===== src/rtl/hazard_pkg.sv =====
`default_nettype none
// ============================================================================
//  Module      : hazard_pkg
//  Description : Shared types and constants for the RV32 hazard unit.
//                - Forwarding mux codes.
//                - Hazard FSM state encoding.
//                - Default register address width.
//  Revision    : 1.0 - initial release
// ============================================================================
package hazard_pkg;

  localparam int RA_W_DEFAULT = 5;

  // EX operand mux select codes
  localparam logic [1:0] FWD_RF  = 2'b00;  // register file value
  localparam logic [1:0] FWD_WB  = 2'b01;  // MEM/WB result
  localparam logic [1:0] FWD_MEM = 2'b10;  // EX/MEM result

  typedef enum logic [1:0] {
    RUN      = 2'b00,
    LU_STALL = 2'b01,
    MEM_WAIT = 2'b10
  } hz_state_e;

endpackage
`default_nettype wire


===== src/rtl/hazard_forward_ctrl_fwd_select.sv =====
`default_nettype none
// ============================================================================
//  Module      : fwd_select
//  Description : Forwarding comparator and priority mux for one EX operand.
//                EX/MEM wins over MEM/WB. x0 never forwards. A load in EX/MEM
//                has no data yet, so it is not a forwarding source.
//  Ports       : ex_rs_i          - ID/EX source register address
//                mem_rd_i         - EX/MEM destination register
//                mem_reg_write_i  - EX/MEM RegWrite
//                mem_mem_read_i   - EX/MEM MemRead
//                wb_rd_i          - MEM/WB destination register
//                wb_reg_write_i   - MEM/WB RegWrite
//                sel_o            - operand mux select (FWD_* code)
//  Revision    : 1.0 - initial release
// ============================================================================
module fwd_select
  import hazard_pkg::*;
#(
  parameter int RA_W = RA_W_DEFAULT
) (
  input  logic [RA_W-1:0] ex_rs_i,
  input  logic [RA_W-1:0] mem_rd_i,
  input  logic            mem_reg_write_i,
  input  logic            mem_mem_read_i,
  input  logic [RA_W-1:0] wb_rd_i,
  input  logic            wb_reg_write_i,
  output logic [1:0]      sel_o
);

  logic mem_hit;
  logic wb_hit;

  assign mem_hit = mem_reg_write_i && (mem_rd_i != '0) &&
                   (mem_rd_i == ex_rs_i) && !mem_mem_read_i;
  assign wb_hit  = wb_reg_write_i && (wb_rd_i != '0) && (wb_rd_i == ex_rs_i);

  always_comb begin
    sel_o = FWD_RF;
    if (mem_hit) begin
      sel_o = FWD_MEM;
    end else if (wb_hit) begin
      sel_o = FWD_WB;
    end
  end

endmodule
`default_nettype wire


===== src/rtl/hazard_forward_ctrl.sv =====
`default_nettype none
// ============================================================================
//  Module      : hazard_forward_ctrl
//  Description : Combined forwarding and stall control for the 5-stage RV32
//                pipeline: per-operand forwarding selects, load-use bubbles
//                (LU_PENALTY per hazard), data-memory wait freeze and a
//                saturating stall statistics counter.
//  Ports       : clk, rst_n             - clock / async active-low reset
//                id_rs_addr, id_rs_used - IF/ID source operands
//                ex_rs_addr, ex_rd, ex_reg_write, ex_mem_read - ID/EX info
//                mem_rd, mem_reg_write, mem_mem_read, mem_ready - EX/MEM info
//                wb_rd, wb_reg_write    - MEM/WB info
//                branch_flush           - taken branch resolved in EX
//                stat_clr               - clear stall_cycles
//                forward_sel            - per-operand EX mux selects
//                pc_write_en, ifid_write_en, idex_bubble, pipe_freeze
//                stall_cycles           - cycles with pc_write_en low
//  Revision    : 1.0 - initial release
// ============================================================================
module hazard_forward_ctrl
  import hazard_pkg::*;
#(
  parameter int RA_W       = RA_W_DEFAULT,
  parameter int NUM_RS     = 2,
  parameter int LU_PENALTY = 1,
  parameter int CNT_W      = 16
) (
  input  logic                   clk,
  input  logic                   rst_n,
  input  logic [NUM_RS*RA_W-1:0] id_rs_addr,
  input  logic [NUM_RS-1:0]      id_rs_used,
  input  logic [NUM_RS*RA_W-1:0] ex_rs_addr,
  input  logic [RA_W-1:0]        ex_rd,
  input  logic                   ex_reg_write,
  input  logic                   ex_mem_read,
  input  logic [RA_W-1:0]        mem_rd,
  input  logic                   mem_reg_write,
  input  logic                   mem_mem_read,
  input  logic                   mem_ready,
  input  logic [RA_W-1:0]        wb_rd,
  input  logic                   wb_reg_write,
  input  logic                   branch_flush,
  input  logic                   stat_clr,
  output logic [NUM_RS*2-1:0]    forward_sel,
  output logic                   pc_write_en,
  output logic                   ifid_write_en,
  output logic                   idex_bubble,
  output logic                   pipe_freeze,
  output logic [CNT_W-1:0]       stall_cycles
);

  localparam logic [2:0]       LU_RELOAD = 3'(LU_PENALTY - 1);
  localparam logic [CNT_W-1:0] CNT_SAT   = {CNT_W{1'b1}};

  hz_state_e        state_q, state_d, state_eff;
  logic [2:0]       lu_cnt_q, lu_cnt_d;
  logic [CNT_W-1:0] stall_cycles_q, stall_cycles_d;

  logic src_match;
  logic lu_hz;
  logic freeze_req;
  logic pc_en_d, ifid_en_d, bubble_d, freeze_d;

  // --------------------------------------------------------------------------
  // Forwarding: one comparator/mux per source operand
  // --------------------------------------------------------------------------
  for (genvar g = 0; g < NUM_RS; g++) begin : g_fwd
    fwd_select #(.RA_W(RA_W)) u_fwd_select (
      .ex_rs_i         (ex_rs_addr[g*RA_W +: RA_W]),
      .mem_rd_i        (mem_rd),
      .mem_reg_write_i (mem_reg_write),
      .mem_mem_read_i  (mem_mem_read),
      .wb_rd_i         (wb_rd),
      .wb_reg_write_i  (wb_reg_write),
      .sel_o           (forward_sel[g*2 +: 2])
    );
  end

  // --------------------------------------------------------------------------
  // Load-use detection
  // --------------------------------------------------------------------------
  always_comb begin
    src_match = 1'b0;
    for (int i = 0; i < NUM_RS; i++) begin
      if (id_rs_used[i] && (id_rs_addr[i*RA_W +: RA_W] == ex_rd)) begin
        src_match = 1'b1;
      end
    end
  end

  assign lu_hz      = ex_mem_read && ex_reg_write && (ex_rd != '0) && src_match;
  assign freeze_req = mem_mem_read && !mem_ready;

  // --------------------------------------------------------------------------
  // Stall FSM (Mealy outputs)
  // --------------------------------------------------------------------------
  // Leaving MEM_WAIT happens in the same cycle mem_ready rises, so that cycle
  // already behaves like the state being resumed (pending bubbles or RUN).
  always_comb begin
    state_eff = state_q;
    if (state_q == MEM_WAIT) begin
      state_eff = (lu_cnt_q != 3'd0) ? LU_STALL : RUN;
    end
  end

  always_comb begin
    state_d   = state_eff;
    lu_cnt_d  = lu_cnt_q;
    pc_en_d   = 1'b1;
    ifid_en_d = 1'b1;
    bubble_d  = 1'b0;
    freeze_d  = 1'b0;

    if (freeze_req) begin
      // Whole pipe holds; pending bubble count and any flush in EX survive.
      freeze_d  = 1'b1;
      pc_en_d   = 1'b0;
      ifid_en_d = 1'b0;
      state_d   = MEM_WAIT;
    end else begin
      case (state_eff)
        RUN: begin
          if (!branch_flush && lu_hz) begin
            bubble_d  = 1'b1;
            pc_en_d   = 1'b0;
            ifid_en_d = 1'b0;
            if (LU_PENALTY > 1) begin
              lu_cnt_d = LU_RELOAD;
              state_d  = LU_STALL;
            end
          end
        end
        LU_STALL: begin
          if (branch_flush) begin
            // The stalled ID instruction is being squashed anyway.
            lu_cnt_d = 3'd0;
            state_d  = RUN;
          end else begin
            bubble_d  = 1'b1;
            pc_en_d   = 1'b0;
            ifid_en_d = 1'b0;
            lu_cnt_d  = lu_cnt_q - 3'd1;
            if (lu_cnt_q <= 3'd1) begin
              state_d = RUN;
            end
          end
        end
        default: begin
          state_d = RUN;
        end
      endcase
    end
  end

  // Reset forces the pipeline-control outputs to their free-running values
  // immediately, independent of the clock.
  assign pc_write_en   = pc_en_d   || !rst_n;
  assign ifid_write_en = ifid_en_d || !rst_n;
  assign idex_bubble   = bubble_d  && rst_n;
  assign pipe_freeze   = freeze_d  && rst_n;

  // --------------------------------------------------------------------------
  // Stall statistics
  // --------------------------------------------------------------------------
  always_comb begin
    stall_cycles_d = stall_cycles_q;
    if (stat_clr) begin
      stall_cycles_d = '0;
    end else if (!pc_write_en && (stall_cycles_q != CNT_SAT)) begin
      stall_cycles_d = stall_cycles_q + 1'b1;
    end
  end

  assign stall_cycles = stall_cycles_q;

  // --------------------------------------------------------------------------
  // State registers
  // --------------------------------------------------------------------------
  always_ff @(posedge clk or negedge rst_n) begin
    if (!rst_n) begin
      state_q        <= RUN;
      lu_cnt_q       <= 3'd0;
      stall_cycles_q <= '0;
    end else begin
      state_q        <= state_d;
      lu_cnt_q       <= lu_cnt_d;
      stall_cycles_q <= stall_cycles_d;
    end
  end

endmodule
`default_nettype wire


===== config.mk =====
export PLATFORM = sky130hd
export DESIGN_NAME = hazard_forward_ctrl
export DESIGN_NICKNAME = d
export VERILOG_FILES = /design/src/rtl/hazard_pkg.sv /design/src/rtl/hazard_forward_ctrl_fwd_select.sv /design/src/rtl/hazard_forward_ctrl.sv
export SDC_FILE = /design/constraint.sdc
export NUM_CORES = 1
export LEC_CHECK = 0
export BUFFER_PORTS_ARGS = -buffer_cell sky130_fd_sc_hd__buf_2
export CAP_MARGIN = 20
export CORE_MARGIN = 3
export CORE_UTILIZATION = 51
export CTS_CLUSTER_SIZE = 40
export DETAILED_ROUTE_END_ITERATION = 6
export GPL_TIMING_DRIVEN = 1
export PLACE_DENSITY = 0.84
export SYNTH_ARGS = -nofsm -noshare
export SYNTH_HDL_FRONTEND = slang
export SYNTH_SLANG_ARGS = --single-unit
export TNS_END_PERCENT = 30

===== constraint.sdc =====
create_clock -name clk -period 5.5 [get_ports clk]
set_input_delay 0.275 -clock clk [delete_from_list [all_inputs] [get_ports clk]]
set_output_delay 0.275 -clock clk [all_outputs]
set_load 0.005 [all_outputs]

==> impl_metrics.yaml <==
run_status:
  run_status: "completed"
worst_setup_path:
  critPathArrivalTime_ns: 2.59
  rr_worst_depth: 7
  r2r_start: "stall_cycles[0]"
  critical_path_class: "register to register"
  crit_slowest_cell: "or4_4"
  cp-start-kind: "register"
  cp_max_fo: 13
  max_stage_delay_ns: 0.62
  cp-end-kind: "register"
  cp.required_ns: 5.71
  path_cells: "ha_1, nand4_2, or4_4, nand4_4, and2_4, nor4_2, mux2_4"
  rrSetupSlack_ns: 3.12
  rr_endpoint: "stall_cycles[14]"
synth:
  syn_area_per_cell_um2: 9.29
  synth-edff-count: 0
  synth_area_um2: 1630
  yosys_warnings: 0
  post-synth-top-count-cell: "xnor2_1"
  synth_fa_ha_area_share_pct: 2.31
  ys_types: 45
  synth_compound_area_share_pct: 13.1
  synth_cells: 175
  ys_async_sr_fraction_pct: 100
  synthMuxAreaShare_pct: 1.54
  syn_nets: 225
  synth_top_area_cell: "dfrtp_1"
  synth_top_family_by_area: "simple AND/OR/NAND/NOR gates"
  yosys-top-cells-area: "dfrtp_1, xnor2_1, xor2_1"
  synthSimpleGateAreaFrac_pct: 26.1
  synth_xor_area_share_pct: 20.5
  synth_seq_cells: 21
  yosys-top-cells-count: "xnor2_1, dfrtp_1, xor2_1"
  synth_top_cell_area_share_pct: 32.3
  synth-seq-area-share_pct: 32.3
  synth_ff_type: "dfrtp_1"
sta:
  skew_ns: 0.00235
  rsz0062_at_grt: "no"
  setup_viol: 0
  finalHoldViolCount: 0
  finalSetupTns_ns: 0
  period_minus_slack_ns: 2.38
  max_slew_margin_pct: 60.9
  worstMarginPinSlew_ns: 0.572
  period_share_pct: 43.3
  fmax_mhz: 420
  final_max_slew_viol_count: 0
clock_tree:
  post_cts_buffers: 0
  htreeDepth: 1
  path_clk_slew_ns: 0.12
  clock_path_buffers: 2
  cts_tree: "yes"
  clock-sinks: 21
  clock-root-buffer: "clkbuf_4"
  clk-insertion-delay-late_ns: 0.31
  cts_inserted_buffers: 3
detailed_routing:
  drt_iter0_drc: 54
  wire_per_inst_um: 12.8
  wirelength_mm: 3.66
  drt_first_pass_iters: 4
  drtAntennaViolNets: 0
  vias_per_cell: 5.32
  route.detailed.drc: 0
  route.vias.total: 1515
global_routing:
  grt_first_pass_wirelength_mm: 6.32
  grt_max_degree: 25
  antenna_found_initial: 0
  grt_pass1_vias: 1519
  grt_remaining_overflow: 0
  track_usage_pct: 19.5
floorplanning:
  core_area_um2: 2900
  fp.dieW_um: 62.5
  die_area_um2: 3900
  io_pins: 71
  rows: 19
  die_h_um: 62.5
  start_util_pct: 56.0
cells_and_area:
  layout.area.seq_um2: 526
  stdcell_area_um2: 2020
  multi_input_area_um2: 1030
  drive_gt1_share_pct: 35.8
  instances_no_fill: 285
  synthToLayoutAreaGrowth_pct: 24.3
  filler_cell_count: 238
  nNetsFinal: 294
  diodes: 0
hold_path:
  hold_depth: 2
  min-delay-start: "mem_ready"
  min_to: "state_q[1]"
  min-delay-path-class: "primary input to register"
job:
  drv_cap: 0
power:
  cellPowerDensity_nw_per_um2: 145
  p_leak_uw: 0.000938
  ir_worst_vdd_v: 0.000116
placed_design:
  numPortBuffers: 70
  placed_area_um2: 1980
  dp_hpwl_mm: 3.00
  place_congestion: 0.831
  dpl.cell_count: 280
==> stage by stage <==
step	worst slack, ns	utilization (%)	hold WS, ns	power (µW)
3_3_place_gp	3.21	68.4	0.259	218
4_1_cts	3.13	69.7	0.139	297
5_1_grt	2.96	69.7	0.160	311
6_report	3.12	69.7	0.150	292
2_1_floorplan	3.21	-	-0.0206	188
3_5_place_dp	3.15	68.4	0.269	220
==> final cells by class <==
type / count / area share (%)
clock buffers: 3 / 1.11
clock inverters: 1 / 0.248
inverters: 6 / 1.11
multi-input cells: 141 / 51.1
flip-flops and latches: 21 / 26.0
well taps: 42 / 2.60
repair buffers: 71 / 17.8
==> worst max-delay path by stage <==
stage / to / start / slack [ns]
after floorplan: stall_cycles[14] / stall_cycles[5] / 3.21
after global placement: stall_cycles[14] / stall_cycles[5] / 3.21
after detailed placement: stall_cycles[14] / stall_cycles[0] / 3.15
after CTS: stall_cycles[14] / stall_cycles[0] / 3.13
after global routing: stall_cycles[15] / rst_n / 2.96
final: stall_cycles[14] / stall_cycles[0] / 3.12
==> state kept, by name, summed over array words and instances, names as in the netlist <==
register / flops
stall_cycles: 16
lu_cnt_q: 3
state_q: 2
==> layer usage <==
metal	vias up	global-route usage [%]	wire length (µm)
met4	0	6.34	29
met1	684	22.7	1540
met2	56	35.3	1810
met3	4	4.14	278
li1	771	-	-
met5	-	0	0
==> timing repair <==
action | 4_1_cts | 5_1_grt
hold endpoints to repair | 21 | 0
resized for setup | 0 | 0
hold buffers | 1 | 0
endpoints found under the setup margin | 0 | 0
==> where the power goes <==
group | switching [µW] | internal [µW] | leakage, µW
registers | 0.828 | 155 | 0.000292
logic | 30.2 | 30.2 | 0.000628
clock network | 48.4 | 27.2 | 0.0000177
==> worst max-delay path, delay by kind of cell, from the launching register on <==
family | cells | cell delay (ns)
muxes | 1 | 0.29
DFF | 1 | 0.43
and+or+nand+nor | 5 | 1.32
adders and majority gates | 1 | 0.22
==> layout by cell type (no fill, tap or decap), types with 2 or more instances in the layout <==
cell type / count
nor2b_1: 4
xor2_1: 15
o31ai_1: 4
clkbuf_4: 3
o21ai_1: 2
dfrtp_1: 21
a211oi_1: 2
nand4_4: 2
nor2_1: 13
nand3_1: 6
ha_1: 3
xnor2_1: 23
nor4_1: 4
or3_1: 3
nand4_1: 4
or4_1: 7
nor3_1: 3
a2111oi_0: 3
buf_2: 70
o21ai_0: 3
inv_1: 6
a21oi_1: 9
nand2_1: 11
==> kinds of logic after synthesis <==
kind of cell             after synthesis
AND/OR/NAND/NOR                       68
XOR/XNOR                              38
AO/OA/AOI/OAI                         30
flip-flops                            21
buffers and inverters                 13
adder cells (fa/ha/maj)                3
multiplexers                           2
(Power assumes the default switching activity.)
